$ cat src/rtl/proc_pkg.sv
// Shared proc-stage definitions: default register-bank geometry and the
// output-stage state encoding used by reg_bank_out.
package proc_pkg;

    localparam int DATA_W_DEF   = 8;
    localparam int SEL_BITS_DEF = 3;

    // One-entry output holding stage: empty or holding a completed result.
    typedef enum logic {
        EMPTY = 1'b0,
        FULL  = 1'b1
    } out_state_e;

endpackage

$ cat src/rtl/mux_tree.sv
// Binary mux tree: selects one of 2^switch_bits data_width-wide sources.
// Level l halves the candidate set using select bit l (LSB first).
module mux_tree #(
    parameter int switch_bits = 3,
    parameter int data_width  = 8
) (
    input  logic [switch_bits-1:0]                          sel,
    input  logic [(1<<switch_bits)-1:0][data_width-1:0]     din,
    output logic [data_width-1:0]                           dout
);

    localparam int N = 1 << switch_bits;

    // Reduce pairs in place, one level per select bit, until one source remains.
    always_comb begin
        logic [N-1:0][data_width-1:0] v;
        v = din;
        for (int l = 0; l < switch_bits; l++) begin
            for (int i = 0; i < N / 2; i++) begin
                if (i < (N >> (l + 1))) begin
                    v[i] = sel[l] ? v[2*i+1] : v[2*i];
                end
            end
        end
        dout = v[0];
    end

endmodule

$ cat src/rtl/reg_bank_out.sv
// One-entry registered output stage with valid/ready handshake.
// in_ready depends only on the held state and out_ready, never on in_valid,
// so upstream may compute its request from in_ready without a loop.
module reg_bank_out
    import proc_pkg::*;
#(
    parameter int DATA_W = DATA_W_DEF
) (
    input  logic              clk,
    input  logic              rst,
    input  logic              in_valid,
    input  logic [DATA_W-1:0] in_data,
    output logic              in_ready,
    output logic              out_valid,
    output logic [DATA_W-1:0] out_data,
    input  logic              out_ready
);

    out_state_e        state_q, state_d;
    logic [DATA_W-1:0] data_q, data_d;
    logic              accept;

    // Next state and data: load on accept, drain on out_ready, hold otherwise.
    always_comb begin
        state_d  = state_q;
        data_d   = data_q;
        in_ready = (state_q == EMPTY) | out_ready;
        accept   = in_valid & in_ready;
        case (state_q)
            EMPTY: if (accept) state_d = FULL;
            FULL: begin
                if (accept)         state_d = FULL;
                else if (out_ready) state_d = EMPTY;
            end
            default: state_d = EMPTY;
        endcase
        // out_data keeps its last value when draining to EMPTY
        if (accept) data_d = in_data;
    end

    // State and data registers; reset discards any pending result.
    always_ff @(posedge clk or negedge rst) begin
        if (!rst) begin
            state_q <= EMPTY;
            data_q  <= '0;
        end else begin
            state_q <= state_d;
            data_q  <= data_d;
        end
    end

    assign out_valid = (state_q == FULL);
    assign out_data  = data_q;

endmodule

$ cat src/rtl/reg_bank.sv
// Register bank: one write port, one handshaked read port through a mux tree
// and a one-entry registered output stage (1-cycle read latency).
// Optional macro REG_BANK_BYPASS_EN forwards same-cycle write data (and
// same-cycle clear) into the read result; without it reads see pre-write,
// pre-clear contents.
module reg_bank
    import proc_pkg::*;
#(
    parameter int DATA_W   = DATA_W_DEF,
    parameter int SEL_BITS = SEL_BITS_DEF
) (
    input  logic                clk,
    input  logic                rst,
    input  logic                clr,
    input  logic                wr_en,
    input  logic [SEL_BITS-1:0] wr_addr,
    input  logic [DATA_W-1:0]   wr_data,
    input  logic                rd_valid,
    input  logic [SEL_BITS-1:0] rd_addr,
    output logic                rd_ready,
    output logic                out_valid,
    output logic [DATA_W-1:0]   out_data,
    input  logic                out_ready
);

    localparam int N = 1 << SEL_BITS;

    logic [N-1:0][DATA_W-1:0] entry_q, entry_d;
    logic [DATA_W-1:0]        rd_mux;
    logic [DATA_W-1:0]        rd_data;

    // Entry update: clear beats write; entry 0 is ordinary storage.
    always_comb begin
        entry_d = entry_q;
        if (clr)        entry_d = '0;
        else if (wr_en) entry_d[wr_addr] = wr_data;
    end

    // Entry storage, zeroed asynchronously on reset.
    always_ff @(posedge clk or negedge rst) begin
        if (!rst) entry_q <= '0;
        else      entry_q <= entry_d;
    end

    mux_tree #(
        .switch_bits (SEL_BITS),
        .data_width  (DATA_W)
    ) u_mux (
        .sel  (rd_addr),
        .din  (entry_q),
        .dout (rd_mux)
    );

`ifdef REG_BANK_BYPASS_EN
    // Forward the same-cycle clear or matching write into the read result.
    always_comb begin
        rd_data = rd_mux;
        if (clr)                               rd_data = '0;
        else if (wr_en && wr_addr == rd_addr)  rd_data = wr_data;
    end
`else
    // Reads observe stored contents only (pre-write / pre-clear values).
    always_comb begin
        rd_data = rd_mux;
    end
`endif

    reg_bank_out #(
        .DATA_W (DATA_W)
    ) u_out (
        .clk       (clk),
        .rst       (rst),
        .in_valid  (rd_valid),
        .in_data   (rd_data),
        .in_ready  (rd_ready),
        .out_valid (out_valid),
        .out_data  (out_data),
        .out_ready (out_ready)
    );

endmodule

$ cat config.mk
export PLATFORM = sky130hd
export DESIGN_NAME = reg_bank
export DESIGN_NICKNAME = d
export VERILOG_FILES = /design/src/rtl/proc_pkg.sv /design/src/rtl/mux_tree.sv /design/src/rtl/reg_bank_out.sv /design/src/rtl/reg_bank.sv
export SDC_FILE = /design/constraint.sdc
export NUM_CORES = 1
export LEC_CHECK = 0
export CAP_MARGIN = 15
export CORE_UTILIZATION = 53
export DETAILED_ROUTE_END_ITERATION = 8
export GPL_ROUTABILITY_DRIVEN = 0
export PLACE_DENSITY = 0.79
export SYNTH_ARGS = -nofsm -noshare
export SYNTH_HDL_FRONTEND = slang
export SYNTH_SLANG_ARGS = --single-unit
$ cat constraint.sdc
create_clock -name clk -period 3.3 [get_ports clk]
set_input_delay 0.33 -clock clk [delete_from_list [all_inputs] [get_ports clk]]
set_output_delay 0.33 -clock clk [all_outputs]
set_load 0.01 [all_outputs]
# Word level (Yosys, flattened, before mapping)
# Index checks and enable logic that the tools add are counted.
# W data, S select, Z words.
[op_classes] n_eq_ne=0 mul=0 muxes=16 bitwise=3 div=0 reduce_logical=2 n_shift=0 n_lt_le_gt_ge=2 addsub=0
[op_table] op="$mux W64" n=2
[op_table] op="$bwmux W64" n=1
[op_table] op="$mux W8" n=8
[op_table] op="$demux W8 S3" n=1
[op_table] op="$lt A3 B4 Y1 const B" n=1
[op_table] op="$ge A3 B1 Y1 const B" n=1
[op_table] op="$mux W1" n=3
[op_table] op="$pmux W1 S2" n=1
[op_table] op="$reduce_bool A2 Y1" n=1
[op_table] op="$and A1 B1 Y1" n=1
[op_table] op="$logic_and A1 B1 Y1" n=1
[op_table] op="$not A1 Y1" n=1
[op_table] op="$or A1 B1 Y1" n=1
[totals] out_inout_bits=10 reg_bits=73 ram_bits=0 in_bits=20 mem_count=0 rom_bits=0 latch_bits=0 wordCells=33

# Depth between registers and ports, before layout
# Gate-level depths: netlist of run 1.
[depth] word_depth=7 mapped_depth=5 mapped_depth_nobuf=4

# Modules after synthesis
# A second synthesis of run 1 with hierarchy kept.
[hier_totals] hier_cells=285 area_unflattened_um2=3849.9
[modules_own_cells] mod="reg_bank" seq_area_each_um2=1601.5 area_per_inst_um2=2914.0 n_inst=1 cells_per_inst=236
[modules_own_cells] mod="mux_tree" seq_area_each_um2=0.0 area_per_inst_um2=550.5 n_inst=1 cells_per_inst=29
[modules_own_cells] mod="reg_bank_out" seq_area_each_um2=225.2 area_per_inst_um2=385.4 n_inst=1 cells_per_inst=20

# Least setup slack after synthesis of run 1
# Ideal clock, no wire load.
[synth_timing] kind="register to register" startpoint="register u_out.state_q, in the netlist u_out.out_valid" endpoint="register u_out.data_q[0], in the netlist u_out.out_data[0]" arrival_time_ps=1137 setup_slack_ps=2034 stages_incl_launch_ff=5 required_time_ps=3171 n_path_buf=0 cell_sequence="dfrtp_1 -> nor2b_1 -> inv_1 -> nand2_1 -> o31ai_1"
[synth_via] elab_chain_len=3
[synth_lines] item="start, declared" line_no="reg_bank_out.sv:19" source="out_state_e state_q, state_d;"
[synth_lines] item="start signal, assigned" line_no="reg_bank_out.sv:47" source="state_q <= state_d;"
[synth_lines] item="$not A1 Y1"
[synth_lines] item="$or A1 B1 Y1" line_no="reg_bank_out.sv:27" source="in_ready = (state_q == EMPTY) | out_ready;"
[synth_lines] item="net rd_ready" line_no="reg_bank.sv:20" source="output logic rd_ready,"
[synth_lines] item="$and A1 B1 Y1" line_no="reg_bank_out.sv:28" source="accept = in_valid & in_ready;"
[synth_lines] item="end signal, assigned" line_no="reg_bank_out.sv:48" source="data_q <= data_d;"
[synth_lines] item="end, declared" line_no="reg_bank_out.sv:20" source="logic [DATA_W-1:0] data_q, data_d;"
# The timed path passes the listed nets, and every way through them passes these cells.
# A chain may end at the register's enable or synchronous reset.

# Final worst setup path of run 1
[layout_timing] startpoint="input port out_ready" endpoint="output port rd_ready"
[layout_via] elab_chain_len=1
[layout_lines] item="start, declared" line_no="reg_bank.sv:23" source="input logic out_ready"
[layout_lines] item="$or A1 B1 Y1" line_no="reg_bank_out.sv:27"
[layout_lines] item="end, declared" line_no="reg_bank.sv:20"
# No other way between the ends.

==> qor.yml, run 1 <==
status: "complete, but fails checks"
violations: "design-rule violations"
cts_tree: "built"
cpMaxStageDelayCell: "clkdlybuf4s50_1"
seq_area_frac_synth_pct: 50.6
grt_pass1_vias: 2611
drt_iter0_drc: 218
async_flop_share_pct: 100
synth_edf_count: 0
path_clk_slew_ns: 0.07
post_cts_buffers: 0
fp.dieH_microns: 84.5
dieWidth_microns: 84.5
htreeDepth: 3
skew_ns: 0.00500
min_path_type: "in2async"
setup_ws_ns: 1.12
die_area_sq_um: 7150
antennaDiodeCount: 0
nets: 390
grt_setup_unrepaired: "no"
endpoint_kind: "primary output"
cpMostUsedCell: "clkdlybuf4s50_1"
avgSynthCellArea_sq_um: 10.0
wirelength_microns: 8160
critPathMaxStageDelay_ns: 0.51
final_max_slew_viol_count: 0
maxCapViolCount: 0
syn2layout_area_growth_pct: 10.3
io-pin-count: 30
grt.overflow.total: 0
yosys_most_used_dff: "dfrtp_1"
crit_required_ns: 2.97
syn_nets: 380
fin_crit_ns: 2.18
synth_seq_cells: 73
grt_pass1_wl_microns: 13600
dr.pass1.iters: 7
grt_max_degree: 74
max_slew_margin_pct: 24.4
clk_path_buf_depth: 2
mostFrequentLayoutCells: "83 x nand2_1, 73 x dfrtp_1, 40 x mux2i_1, 40 x a21oi_1, 27 x clkdlybuf4s50_1"
grtUsageTotal_pct: 25.1
layout.cells.most_common: "nand2_1"
yosys_warnings: 0
cp_max_fo: 9
ctsRootBufferMaster: "clkbuf_8"
ctsResizeCount: 0
via_count: 2658
place_ws_ns: 0.998
drive_above_1_share_pct: 10.7
tns_ns: 0
crit_arrival_ns: 1.85
worstSetupPathType: "in2out"
synth_cells: 360
hold_viol: 0
setup-violations-final: 0
fin_crit_sh_pct: 66.1
ir_worst_vdd_mv: 0.233
synth.distinct_cells: 28
fmax_ghz: 0.458
cellLeakagePower_nw: 1.71
initial_core_util_pct: 55.9
viasPerCell: 5.89
post-route-drc-count: 7
ant_nets: 0
p_per_area_nw_per_um2: 454
avgRoutedWirePerCell_microns: 18.1
clk_latency_ns: 0.34
dp_hpwl_microns: 5570
syn_area_sq_um: 3610
portBuffers: 29
antenna_found_initial: 0
fillers: 531
rows: 29
cts_num_sinks: 73
path_cells: "clkdlybuf4s50_1 > nor2b_1 > inv_1 > clkdlybuf4s50_1"
tightest_slew_ns: 1.13
core_area_sq_um: 6460
crit_path_start_kind: "primary input"
cts_buffers: 9
hold_buffers: 0
[through the flow]
stage / utilization, % / power [mW] / hold WS (ns) / instances / cell area, sq um
2_1_floorplan: - / 1.09 / 0.0344 / 360 / 3610
3_3_place_gp: 58.9 / 1.18 / 0.499 / 436 / 3800
3_5_place_dp: 58.9 / 1.19 / 0.500 / 436 / 3800
4_1_cts: 61.6 / 1.82 / 0.233 / 451 / 3980
5_1_grt: 61.6 / 1.88 / 0.280 / 451 / 3980
6_report: 61.6 / 1.81 / 0.183 / 451 / 3980
[path summary, 6_finish.rpt]
kind	depth (start not counted)	end	slack, ns	start
setup / recovery	4	rd_ready	1.12	out_ready
hold / removal	2	entry_q[53]$_DFFE_PN0P_	0.18	rst
setup reg to reg	4	u_out.out_data[5]$_DFFE_PN0P_	1.80	u_out.out_valid$_DFF_PN0_
hold reg to reg	2	u_out.out_data[1]$_DFFE_PN0P_	0.52	u_out.out_data[1]$_DFFE_PN0P_
max in group asynchronous	2	entry_q[31]$_DFFE_PN0P_	2.51	rst
min in group clk	2	u_out.out_data[1]$_DFFE_PN0P_	0.52	u_out.out_data[1]$_DFFE_PN0P_
[worst max-delay path, delay by kind of cell]
family | cells | cell delay (ns)
simple gates | 1 | 0.46
buf+inv | 3 | 1.06
[registers in the layout, indices dropped and copies added (netlist names)]
register,count
entry_q,64
u_out.out_data,8
u_out.out_valid,1
[kinds of logic after synthesis]
kind of cell,after synthesis,synth area share [%]
buffers and inverters,35,5.99
DFF,73,50.6
AOI/OAI and AO/OA,72,11.6
and+or+nand+nor,124,15.7
muxes,56,16.1
[cells in the mapped netlist (all sizes together) (2+ instances only)]
master / number / area (sq um)
a21oi: 40 / 200
a22o: 8 / 70.1
and4b: 3 / 30.0
and4bb: 3 / 37.5
buf: 17 / 139
clkbuf: 16 / 70.1
dfrtp: 73 / 1830
inv: 2 / 7.51
mux2: 16 / 180
mux2i: 40 / 400
nand2: 83 / 312
nand4b: 3 / 26.3
nor2: 25 / 93.8
nor2b: 2 / 12.5
o21ai: 8 / 40.0
o22ai: 8 / 50.1
o31ai: 8 / 60.1
[layout make-up]
cell class	count	area (sq um)	share of cell area, %
flip-flops and latches	73	1830	45.9
clock inverters	3	15.0	0.377
multi-input cells	252	1570	39.4
repair buffers	32	303	7.61
clock buffers	12	165	4.15
well taps	77	96.3	2.42
inverters	2	7.51	0.189
[power by group]
group | switching, mW | internal (mW)
registers | 0.0197 | 0.925
clock network | 0.313 | 0.327
logic | 0.127 | 0.0966
[metal layers]
metal	vias up	routed length (microns)	global-route usage, %
li1	1257	-	-
met3	9	348	4.92
met2	74	3920	39.7
met5	-	0	0
met1	1318	3750	35.0
met4	0	138	8.94
No activity file was read; power rests on OpenSTA's default activity.
==> run 2: changes to the inputs <==
--- a/config.mk
+++ b/config.mk
@@ -6,10 +6,10 @@
 export NUM_CORES = 1
 export LEC_CHECK = 0
 export CAP_MARGIN = 15
-export CORE_UTILIZATION = 53
+export CORE_UTILIZATION = 52
 export DETAILED_ROUTE_END_ITERATION = 8
 export GPL_ROUTABILITY_DRIVEN = 0
-export PLACE_DENSITY = 0.79
+export PLACE_DENSITY = 0.81
 export SYNTH_ARGS = -nofsm -noshare
 export SYNTH_HDL_FRONTEND = slang
 export SYNTH_SLANG_ARGS = --single-unit
==> constraint.sdc (replaced) <==
create_clock -name clk -period 1.8 [get_ports clk]
set_input_delay 0.18 -clock clk [delete_from_list [all_inputs] [get_ports clk]]
set_output_delay 0.18 -clock clk [all_outputs]
set_load 0.01 [all_outputs]
==> run 2 against run 1 <==
Compared with the run above:
- the flow now finishes without violations
- first-iteration DRC count is 23% higher
- sequential share of layout area is 3.2 points lower
- die area increased by 1.9%
- critical path type is now reg2out
- critical endpoint unchanged
==> qor.yml, run 2 (synthesis results as in run 1) <==
p_per_area_nw_per_um2: 875  # was 454 nW/um^2
fin_crit_sh_pct: 96.0
pwr-share-clk_pct: 41.5  # was 35.4%
nets: 409  # was 390
worstSetupPathType: "reg2out"  # was in2out
ant_nets: 0  # unchanged
antennaDiodeCount: 0  # unchanged
min_path_type: "in2async"  # unchanged
ir_worst_vdd_mv: 0.542  # was 0.233 mV
rows: 30  # was 29
placed_area_sq_um: 4020  # was 3800 sq um
fin_crit_ns: 1.73
clk_latency_ns: 0.35  # was 0.34 ns
finalInstanceArea_sq_um: 4280  # was 3980 sq um
io-pin-count: 30  # unchanged
endpoint_kind: "primary output"  # unchanged
worstReg2RegStart: "u_out.out_valid$_DFF_PN0_"  # unchanged
top_register: "entry_q"  # unchanged
cts_buffers: 9  # unchanged
ff2ff_path_depth: 4  # unchanged
drive_above_1_share_pct: 15.0  # was 10.7%
path_clk_slew_ns: 0.08  # was 0.07 ns
avgRoutedWirePerCell_microns: 17.6  # was 18.1 microns
status: "finished, final reports clean"  # was complete, but fails checks
htreeDepth: 3  # unchanged
grt_pass1_wl_microns: 13900  # was 13600 microns
maxCapViolCount: 0  # unchanged
pwr-share-comb_pct: 12.4  # about the same
grt.overflow.total: 0  # unchanged
crit_path_start_kind: "flop"  # was primary input
crit_required_ns: 1.62  # was 2.97 ns
grtUsageTotal_pct: 25.1  # about the same
ctsRootBufferMaster: "clkbuf_8"  # unchanged
clk_path_buf_depth: 2  # unchanged
final_max_slew_viol_count: 0  # unchanged
cts_num_sinks: 73  # unchanged
fp.dieH_microns: 85.3  # was 84.5 microns
via_count: 2760  # was 2658
core_area_sq_um: 6760  # was 6460 sq um
r2r-end: "u_out.out_data[5]$_DFFE_PN0P_"  # unchanged
dr.pass1.iters: 5  # was 7
cts_tree: "built"  # unchanged
dp_hpwl_microns: 5470  # was 5570 microns
syn2layout_area_growth_pct: 18.4  # was 10.3%
power_mw: 3.74  # was 1.81 mW
crit_arrival_ns: 1.55  # was 1.85 ns
sequentialPowerShare_pct: 46.1  # was 52.3%
hold_viol: 0  # unchanged
mostFrequentLayoutCells: "83 x nand2_1, 73 x dfrtp_1, 40 x mux2i_1, 40 x a21oi_1, 27 x clkdlybuf4s50_1"  # unchanged
post-route-drc-count: 0  # was 7
antenna_found_initial: 0  # unchanged
initial_core_util_pct: 53.4  # was 55.9%
cp_max_fo: 9  # unchanged
layout.cells.most_common: "nand2_1"  # unchanged
grt_max_degree: 65  # was 74
cellLeakagePower_nw: 1.85  # was 1.71 nW
grt_setup_unrepaired: "no"  # unchanged
p_int_mw: 2.87  # was 1.35 mW
portBuffers: 29  # unchanged
viasPerCell: 5.82  # was 5.89
skew_ns: 0.00915  # was 0.00500 ns
hold_slack_ns: 0.200  # was 0.183 ns
largest_register_ff_count: 64  # unchanged
wirelength_microns: 8350  # was 8160 microns
tightest_slew_ns: 0.668  # was 1.13 ns
setup-violations-final: 0  # unchanged
netSwitchingFraction_pct: 23.5  # was 25.4%
fmax_ghz: 0.579
fin_util_pct: 63.3  # was 61.6%
grt_pass1_vias: 2764  # was 2611
post_cts_buffers: 0  # unchanged
power_switching_mw: 0.878  # was 0.460 mW
max_slew_margin_pct: 55.4  # was 24.4%
r2r_slack_ns: 0.54  # was 1.80 ns
dieWidth_microns: 85.3  # was 84.5 microns
drt_iter0_drc: 269  # was 218
die_area_sq_um: 7280  # was 7150 sq um
run 2: cell count changes in the layout (fill, tap and decap cells not counted):
cell | previous run | this run
buf_12 | 0 | 6
buf_4 | 3 | 15
bufinv_16 | 0 | 3
clkbuf_1 | 0 | 1
clkbuf_8 | 12 | 10
clkinv_2 | 3 | 1
clkinvlp_4 | 0 | 1
dlygate4sd3_1 | 0 | 1
nor2b_1 | 2 | 1
nor2b_4 | 0 | 1
run 2: metrics by stage:
step	setup slack [ns]	instances	TNS [ns]
2_1_floorplan	0.534	360	0
3_3_place_gp	0.0153	457	0
3_5_place_dp	-0.0652	457	-0.0888
4_1_cts	0.0668	474	0
5_1_grt	0.00639	474	0
6_report	0.0722	474	0
run 2: layout make-up:
type | count | area [sq um]
Clock inverter | 5 | 103
Tap cell | 80 | 100
Inverter | 2 | 7.51
Sequential cell | 73 | 1830
Timing Repair Buffer | 51 | 523
Fill cell | 532 | 2480
Multi-Input combinational cell | 252 | 1580
Clock buffer | 11 | 141
run 2: how the worst max path moves through the flow:
stage | startpoint | to
3_5_place_dp | out_ready | rd_ready
3_3_place_gp | wr_addr[0] | entry_q[6]$_DFFE_PN0P_
5_1_grt | u_out.out_valid$_DFF_PN0_ | rd_ready
2_1_floorplan | u_out.out_valid$_DFF_PN0_ | u_out.out_data[0]$_DFFE_PN0P_
6_report | u_out.out_valid$_DFF_PN0_ | rd_ready
4_1_cts | u_out.out_valid$_DFF_PN0_ | rd_ready
run 2: worst max-delay path, stage by stage (launching register included):
cell and delay [ns]:
dfrtp_1 0.35, nor2b_4 0.24, inv_1 0.11, clkdlybuf4s50_1 0.51
run 2: timing repair:
item / in CTS / in global routing
gates resized for setup: 2 / 0
hold buffers: 1 / 0
setup endpoints to repair: 1 / 0
hold endpoints to repair: 73 / 0
run 2: per-layer routing:
layer	wire length (microns)	up-vias	GRT usage [%]
met3	345	12	6.91
li1	-	1298	-
met4	121	0	9.24
met1	3790	1373	33.3
met5	0	-	0
met2	4090	77	39.7
run 2: power by group through the flow:
stage                     clock, mW  combinational (mW)  sequential, mW
after floorplan                   0               0.233            1.76
after global placement            0               0.447            1.76
after detailed placement          0               0.456            1.76
after CTS                      1.58               0.463            1.73
after global routing           1.64               0.501            1.73
final                          1.55               0.464            1.73
